===== src/rtl/xor_frame_parity_pkg.sv =====
// Shared types and helpers for the streaming XOR frame-parity block.
// The result record is declared inside the top, where DATA_W/CNT_W are in scope.
package xor_frame_parity_pkg;

    typedef enum logic {
        ACCUM = 1'b0,
        HOLD  = 1'b1
    } state_t;

    // Increment that clamps at max_val; callers keep counter widths at or below 32 bits.
    function automatic logic [31:0] sat_inc(input logic [31:0] cnt, input logic [31:0] max_val);
        return (cnt >= max_val) ? max_val : cnt + 32'd1;
    endfunction

endpackage


===== src/rtl/xor_frame_parity_acc.sv =====
// Column accumulator, saturating beat counter and sticky overflow flag for the frame in flight.
// The next-value outputs already fold in the current beat, so the top can capture them on the last beat.
module xor_lane_acc
    import xor_frame_parity_pkg::*;
#(
    parameter int DATA_W = 8,
    parameter int CNT_W  = 8
) (
    input  logic              clock,
    input  logic              reset_n,
    input  logic              i_clear,
    input  logic              i_load,
    input  logic              i_flush,
    input  logic [DATA_W-1:0] i_data,
    output logic [DATA_W-1:0] o_col_next,
    output logic [CNT_W-1:0]  o_beats_next,
    output logic              o_ovf_next
);

    localparam logic [CNT_W-1:0] CNT_MAX = '1;

    logic [DATA_W-1:0] r_acc;
    logic [CNT_W-1:0]  r_cnt;
    logic              r_ovf;
    logic              w_sat;

    assign w_sat        = (r_cnt == CNT_MAX);
    assign o_col_next   = r_acc ^ i_data;
    assign o_beats_next = CNT_W'(sat_inc(32'(r_cnt), 32'(CNT_MAX)));
    assign o_ovf_next   = r_ovf | w_sat;

    // Flush and clear both start a fresh frame; either one wins over a load.
    always_ff @(posedge clock or negedge reset_n) begin
        if (!reset_n) begin
            r_acc <= '0;
            r_cnt <= '0;
            r_ovf <= 1'b0;
        end else if (i_flush || i_clear) begin
            r_acc <= '0;
            r_cnt <= '0;
            r_ovf <= 1'b0;
        end else if (i_load) begin
            r_acc <= o_col_next;
            r_cnt <= o_beats_next;
            r_ovf <= o_ovf_next;
        end
    end

endmodule


===== src/rtl/xor_frame_parity.sv =====
// Streaming frame folder: XORs each frame's beats into a column word, parity bit and beat count,
// with a one-entry result buffer and valid/ready backpressure on both sides.
module xor_frame_parity
    import xor_frame_parity_pkg::*;
#(
    parameter int DATA_W = 8,
    parameter int CNT_W  = 8,
    parameter bit ODD    = 1'b0
) (
    input  logic              clock,
    input  logic              reset_n,
    input  logic [DATA_W-1:0] in_data,
    input  logic              in_valid,
    input  logic              in_last,
    output logic              in_ready,
    input  logic              flush,
    output logic [DATA_W-1:0] out_col,
    output logic              out_par,
    output logic [CNT_W-1:0]  out_beats,
    output logic              out_ovf,
    output logic              out_valid,
    input  logic              out_ready
);

    typedef struct packed {
        logic [DATA_W-1:0] col;
        logic              par;
        logic [CNT_W-1:0]  beats;
        logic              ovf;
    } res_t;

    state_t            r_state;
    state_t            w_state_next;
    res_t              r_res;
    res_t              w_res_new;
    logic              r_out_valid;
    logic              w_out_valid_next;
    logic              w_accept;
    logic              w_flush;
    logic              w_beat;
    logic              w_capture;
    logic [DATA_W-1:0] w_col_next;
    logic [CNT_W-1:0]  w_beats_next;
    logic              w_ovf_next;

    assign in_ready  = (r_state == ACCUM) || out_ready;
    assign w_accept  = in_valid && in_ready;
    // A held result has already cleared the accumulator, so flush only matters while accumulating.
    assign w_flush   = flush && (r_state == ACCUM);
    assign w_beat    = w_accept && !w_flush;
    assign w_capture = w_beat && in_last;

    xor_lane_acc #(
        .DATA_W (DATA_W),
        .CNT_W  (CNT_W)
    ) u_acc (
        .clock        (clock),
        .reset_n      (reset_n),
        .i_clear      (w_capture),
        .i_load       (w_beat),
        .i_flush      (w_flush),
        .i_data       (in_data),
        .o_col_next   (w_col_next),
        .o_beats_next (w_beats_next),
        .o_ovf_next   (w_ovf_next)
    );

    always_comb begin
        w_res_new.col   = w_col_next;
        w_res_new.par   = (^w_col_next) ^ ODD;
        w_res_new.beats = w_beats_next;
        w_res_new.ovf   = w_ovf_next;
    end

    always_comb begin
        w_state_next     = r_state;
        w_out_valid_next = r_out_valid;
        case (r_state)
            ACCUM: begin
                if (w_capture) begin
                    w_state_next     = HOLD;
                    w_out_valid_next = 1'b1;
                end
            end
            HOLD: begin
                if (out_ready) begin
                    w_state_next     = w_capture ? HOLD : ACCUM;
                    w_out_valid_next = w_capture;
                end
            end
            default: begin
                w_state_next     = ACCUM;
                w_out_valid_next = 1'b0;
            end
        endcase
    end

    always_ff @(posedge clock or negedge reset_n) begin
        if (!reset_n) begin
            r_state     <= ACCUM;
            r_out_valid <= 1'b0;
            r_res       <= '0;
        end else begin
            r_state     <= w_state_next;
            r_out_valid <= w_out_valid_next;
            if (w_capture) begin
                r_res <= w_res_new;
            end
        end
    end

    assign out_col   = r_res.col;
    assign out_par   = r_res.par;
    assign out_beats = r_res.beats;
    assign out_ovf   = r_res.ovf;
    assign out_valid = r_out_valid;

endmodule


===== config.mk =====
export PLATFORM = sky130hd
export DESIGN_NAME = xor_frame_parity
export DESIGN_NICKNAME = d
export VERILOG_FILES = /design/src/rtl/xor_frame_parity_pkg.sv /design/src/rtl/xor_frame_parity_acc.sv /design/src/rtl/xor_frame_parity.sv
export SDC_FILE = /design/constraint.sdc
export NUM_CORES = 1
export LEC_CHECK = 0
export CAP_MARGIN = 5
export CORE_MARGIN = 2
export CORE_UTILIZATION = 30
export DETAILED_ROUTE_END_ITERATION = 6
export GPL_TIMING_DRIVEN = 0
export SYNTH_ARGS = -nofsm -noshare
export SYNTH_HDL_FRONTEND = slang
export SYNTH_SLANG_ARGS = --single-unit

===== constraint.sdc =====
create_clock -name clock -period 3 [get_ports clock]
set_clock_uncertainty 0.15 [all_clocks]
set_input_delay 0.3 -clock clock [delete_from_list [all_inputs] [get_ports clock]]
set_output_delay 0.3 -clock clock [all_outputs]
set_load 0.01 [all_outputs]

==> impl_results.md, run 1 <==
- Setup TNS: 0 ns
- Pint: around 0.0009 W
- Final setup violation count: 0
- Num ports: 34
- WP data arrival: ~2.0 ns
- Seq/Total Area, Yosys: roughly half
- Sw Share: 29.6%
- Detail Placement HPWL: 2750 um
- Clock tree buffer depth: 2
- First-pass GRT wire length: between 6000 and 7000 um
- Clock buffer count from CTS: 5
- Status: completed
- ANT nets after route: 0
- Most frequent cells in the layout: nand2_1, dfrtp_1, clkdlybuf4s50_1
- Final Slew Violations: 0
- Worst path bufs/invs: 1
- # hold bufs at CTS: 1
- Share of layout cells above drive strength 1: between 10% and 20%
- # DRC: 0
- Synth Cell Area: roughly 0.0018 sq mm
- PD cells: roughly 550 mW/mm^2
- Core area: between 0.005 and 0.006 sq mm
- Crit end category: flip-flop
- Worst path most repeated cell: and3_4
- Gp weighted congestion: 0.777
- Final setup margin: between 1 and 1.5 ns
- Comb pwr share: between 20% and 30%
- Die height: a little over 80 um
- Diode count: 0
- Initial antenna violation count: 0
- DP Worst Slack: ~0.73 ns
- Worst path required time: ~3.0 ns
- Initial Util: between 30% and 40%
- Synth warn: 0
- FF+latch count, synth: 37
- Routed len/inst: approximately 13 um
- Grt ovf: 0
- CP top delay family: simple AND/OR/NAND/NOR gates
- Switching pwr: roughly 0.00038 W
- Largest stage delay, worst path: ~0.43 ns
- Reg power frac: between 40% and 50%
- Syn Inst Count: between 150 and 200
- Critical-path cell list: ha_1, and3_4, and3_4, and3_1, buf_6, nor2_2, o2bb2ai_1
- 1st-iter DRT viols: 74
- Max stage delay cell, worst path: dfrtp_1
- HP Class: reg2reg
- Routed wire length: ~4000 um
- Final Critical Period: around 1.9 ns
- Reg clk slew, reported paths: about 0.070 ns
- Crit path launch type: flip-flop
- Clk Latency, worst-skew pair: approximately 0.29 ns
- Worst Tran Pin Value: 0.835 ns
- Vias in the first global route: ~1,400
- Final Cycle Share: 64.9%
- Via count: approximately 1,500
- Postcts setup bufs: 0
- Final Hold Vio Count: 0
- Global Route Usage Sum: between 10% and 20%
- Largest net degree at the start of global routing: 38
- Pleak: 0.992 nW
- Syn_area_per_cell: roughly 9.5 sq um
- Cts repair resizes: 0
- CTS root buf: clkbuf_8
- Max IR drop VDD: approximately 0.23 mV
- Max-slew headroom: around 44%
- Netlist cell types: 28
- Syn Nets: between 200 and 250
- Layout area overhead: 28.4%
- Crit Path Class: reg2reg
- CTS tree: built
- DR pass1 iterations: 4
- Final Cell Area: between 0.002 and 0.0025 sq mm
- Final nets: approximately 250
- Crit Path Max Fanout: 7
- Die X-Extent: 81.4 um
- Share of total power in the clock network: a little over a quarter
- Max-cap violations: 0
- Peak Freq: approximately 510 MHz
- Die area: 0.00663 sq mm
- DR vias/cell: approximately 4.8
- H-tree depth: 2
- RSZ-0062 raised after global routing: no
- Core Rows: 28
- Num Clock Sinks: 37
- PortBufs: 33
- Area post-placement: between 0.002 and 0.0025 sq mm
==> layout make-up <==
cell class	count	area, sq um
Inverter	3	11.3
Fill cell	600	3540
Buffer	6	36.3
Clock buffer	6	72.6
Sequential cell	37	926
Clock inverter	2	10.0
Timing Repair Buffer	34	335
Tap cell	75	93.8
Multi-Input combinational cell	143	826
==> cells by family (layout without fill, tap and decap cells) <==
family / count (synthesis) / count (layout) / synth area share, %
buffers and inverters: 9 / 51 / 2.64
and+or+nand+nor: 69 / 69 / 17.2
AOI/OAI and AO/OA: 50 / 50 / 16.6
adders and majority gates: 1 / 1 / 0.695
xor gates and xnor gates: 22 / 22 / 10.7
DFF: 37 / 37 / 51.5
muxes: 1 / 1 / 0.626
==> per-stage QoR <==
step / power (W) / instances / utilization (%) / hold WS, ns
CTS: 0.00129 / 306 / 39.5 / 0.335
detailed placement: 0.000946 / 297 / 37.9 / 0.308
global route: 0.00134 / 306 / 39.5 / 0.351
floorplan: 0.000784 / 189 / - / -0.146
global placement: 0.000942 / 297 / 38.0 / 0.311
finish: 0.00128 / 306 / 39.5 / 0.326
==> worst min-delay path: cells and delay by family (launching register included) <==
family             cells  cell delay, ns
and+or+nand+nor        1            0.06
DFF                    1            0.34
AOI/OAI and AO/OA      1            0.04
==> state kept, by name (all words and copies together), names as in the netlist <==
name         count
out_beats        8
out_col          8
out_ovf          1
out_par          1
out_valid        1
r_state          1
u_acc.r_acc      8
u_acc.r_cnt      8
u_acc.r_ovf      1
==> power groups by stage <==
| stage | clock network (W) | registers, W | logic (W) |
|---|---|---|---|
| after global routing | 0.000369 | 0.000608 | 0.000367 |
| final | 0.000342 | 0.000599 | 0.000336 |
| after detailed placement | 0 | 0.000608 | 0.000338 |
| after floorplan | 0 | 0.000627 | 0.000157 |
| after CTS | 0.000350 | 0.000600 | 0.000341 |
| after global placement | 0 | 0.000607 | 0.000336 |
==> final timing paths <==
kind                                start             end  slack, ns  depth (start not counted)
max reg2reg                u_acc.r_cnt[0]  u_acc.r_cnt[1]       1.05                          7
max in group asynchronous         reset_n  u_acc.r_cnt[7]       1.66                          2
max                        u_acc.r_cnt[0]  u_acc.r_cnt[1]       1.05                          7
min reg2reg                  out_beats[3]    out_beats[3]       0.33                          2
min                          out_beats[3]    out_beats[3]       0.33                          2
min in group asynchronous         reset_n      out_col[5]       0.51                          2
==> synthesized netlist by cell type (all sizes together) <==
master   count  area share [%]
ha           1            0.70
and3b        1            0.49
o211ai       1            0.70
and3         6             2.6
inv          3            0.63
nand2b       1            0.35
and2         1            0.35
nand3        7             1.9
o21a         2            0.83
nor2        14             3.1
or2          1            0.35
a22o         3             1.5
mux2         1            0.63
o21ai       33              10
buf          6             2.0
nand2       37             7.7
dfrtp       37              51
nor2b        1            0.35
a21oi        9             2.5
xnor2       17             8.3
xor2         5             2.4
o31ai        1            0.42
o2bb2ai      1            0.49
==> layer usage <==
layer | vias up | GRT usage [%] | wire [um]
met5 | - | 0 | 0
met4 | 0 | 5.08 | 42
met3 | 5 | 2.97 | 139
met2 | 29 | 21.1 | 1840
met1 | 709 | 17.8 | 1990
li1 | 718 | - | -
(Power assumes the default switching activity.)
==> inputs of run 2 (changes only) <==
==> constraint.sdc (replaced) <==
create_clock -name clock -period 1.9 [get_ports clock]
set_clock_uncertainty 0.15 [all_clocks]
set_input_delay 0.19 -clock clock [delete_from_list [all_inputs] [get_ports clock]]
set_output_delay 0.19 -clock clock [all_outputs]
set_load 0.01 [all_outputs]
==> run 2 against run 1 <==
Net effect: critical path depth did not move; sequential share of layout area fell by 0.64 points; worst hold slack barely moved; routed wire length rose by 1.3%; first-iteration DRC count rose by 19%; cell count rose by 0.65%; cell area rose by 1.6%; utilization rose by 0.64 points; power rose by 59%; non-clock buffer count rose by 2; clock-buffer cell count did not move.
==> impl_results.md, run 2 (synthesis gave the netlist of run 1 again) <==
- Status: completed
- Final setup violation count: 0 (unchanged)
- Die area: 0.00663 sq mm (unchanged)
- Die height: 81.4 um (unchanged)
- Setup TNS: 0 ns (unchanged)
- Crit Path Class: reg2reg
- # DRC: 0 (unchanged)
- Reg clk slew, reported paths: 0.07 ns (about the same)
- FF/Latch Area: 926 sq um (unchanged)
- Final Slew Violations: 0 (unchanged)
- Layout area overhead: 30.5%
- PortBufs: 33 (unchanged)
- Largest net degree at the start of global routing: 38 (unchanged)
- Via count: 1,470 (+0.62%)
- Worst Tran Pin Value: 0.838 ns (+0.00394 ns)
- 1st-iter DRT viols: 88 (+19%)
- Final Hold Vio Count: 0 (unchanged)
- ANT nets after route: 0 (unchanged)
- Die X-Extent: 81.4 um (unchanged)
- Global Route Usage Sum: 13.3% (-0.023 points)
- Clk Latency, worst-skew pair: 0.29 ns (about the same)
- PD cells: 864 mW/mm^2 (+56%)
- Routed wire length: 4070 um (+1.3%)
- DP Worst Slack: -0.255 ns (-0.990 ns)
- Fillers: 593 (-1.2%)
- Final core utilization: 40.1% (+0.64 points)
- CTS root buf: clkbuf_8
- Initial antenna violation count: 0 (unchanged)
- Worst path required time: 1.93 ns (-1.07 ns)
- Pleak: 1.00 nW (+1.1%)
- DR vias/cell: 4.77 (about the same)
- Clock tree buffer depth: 2 (unchanged)
- Most frequent cells in the layout: nand2_1, dfrtp_1, clkdlybuf4s50_1
- Final nets: 247 (+0.82%)
- Clock buffer count from CTS: 5 (unchanged)
- Initial Util: 30.8% (unchanged)
- Max-slew headroom: 44.1% (-0.26 points)
- Crit end category: flip-flop
- Multi-input logic area: 846 sq um (+2.4%)
- Core area: 0.00585 sq mm (unchanged)
- Routed len/inst: 13.2 um (+0.69%)
- Crit Path Max Fanout: 7 (unchanged)
- Detail Placement HPWL: 2750 um (unchanged)
- Final Cell Area: 0.00235 sq mm (+1.6%)
- Final Cycle Share: 96.7% (+32 points)
- Final setup margin: 0.0632 ns (-0.990 ns)
- DR pass1 iterations: 4 (unchanged)
- Num ports: 34 (unchanged)
- Gp weighted congestion: 0.777 (unchanged)
- H-tree depth: 2 (unchanged)
- Area post-placement: 0.00222 sq mm (unchanged)
- Max-cap violations: 0 (unchanged)
- Max IR drop VDD: 0.360 mV (+54%)
- First-pass GRT wire length: 6700 um (+0.19%)
- Vias in the first global route: 1,410 (+0.28%)
- Num Clock Sinks: 37 (unchanged)
- Final Critical Period: 1.84 ns (-0.110 ns)
- Tot Pwr: 0.00203 W (+59%)
- Peak Freq: 544 MHz (+6.0%)
- Crit path launch type: flip-flop
- HP Class: reg2reg
- WP data arrival: 1.87 ns (-0.08 ns)
- Share of layout cells above drive strength 1: 12.4% (+1.6 points)
- CTS tree: built
- Diode count: 0 (unchanged)
- Core Rows: 28 (unchanged)
- Grt ovf: 0 (unchanged)
run 2: cell types whose count changed in the layout (fill, tap and decap cells not counted), sizes merged:
cell	change
buf	+1
clkbuf	+1
run 2: worst max-delay path, cell delays in order (launching register included):
cell and delay [ns]:
dfrtp_1 0.42, ha_2 0.23, and3_4 0.20, and3_4 0.20, and3_1 0.18, buf_6 0.13, nor2_1 0.17, o21ai_2 0.06
run 2: cell type report:
class | count | share of cell area [%]
Clock inverter | 2 | 0.426
Clock buffer | 6 | 3.09
Sequential cell | 37 | 39.4
Multi-Input combinational cell | 143 | 36.0
Inverter | 3 | 0.479
Tap cell | 75 | 4.00
Buffer | 6 | 1.65
Timing Repair Buffer | 36 | 14.9
run 2: per-stage QoR:
step	hold WS, ns	std cells
detailed placement	0.198	297
CTS	0.335	306
finish	0.326	308
global route	0.351	308
floorplan	-0.256	189
global placement	0.311	297
run 2: path summary, 6_finish.rpt:
| kind | start | end | slack, ns | cells past startpoint |
|---|---|---|---|---|
| max | u_acc.r_cnt[0] | out_beats[3] | 0.06 | 7 |
| min | out_beats[3] | out_beats[3] | 0.33 | 2 |
| max reg2reg | u_acc.r_cnt[0] | out_beats[3] | 0.06 | 7 |
| min reg2reg | out_beats[3] | out_beats[3] | 0.33 | 2 |
| max in group asynchronous | reset_n | u_acc.r_cnt[7] | 0.66 | 2 |
| min in group asynchronous | reset_n | out_col[5] | 0.40 | 2 |
run 2: what timing repair did:
item | in CTS | in global routing
resized for setup | 2 | 3
hold buffers | 1 | 0
pin swaps | 0 | 0
endpoints found under the setup margin | 3 | 9
buffers inserted | 0 | 2
hold endpoints to repair | 37 | 0
run 2: routing by layer:
metal / vias up / part of all wire (%) / GRT usage [%]
li1: 724 / - / -
met1: 709 / 50 / 17.6
met2: 32 / 46 / 21.2
met3: 5 / 3.9 / 2.97
met4: 0 / 1.0 / 5.08
met5: - / 0 / 0
run 2: power breakdown:
| part | internal, W | total (W) | switching [W] | leakage, nW |
|---|---|---|---|---|
| combinational | 0.000290 | 0.000544 | 0.000253 | 0.468 |
| sequential | 0.000884 | 0.000946 | 0.0000619 | 0.490 |
| clock | 0.000254 | 0.000538 | 0.000284 | 0.0450 |
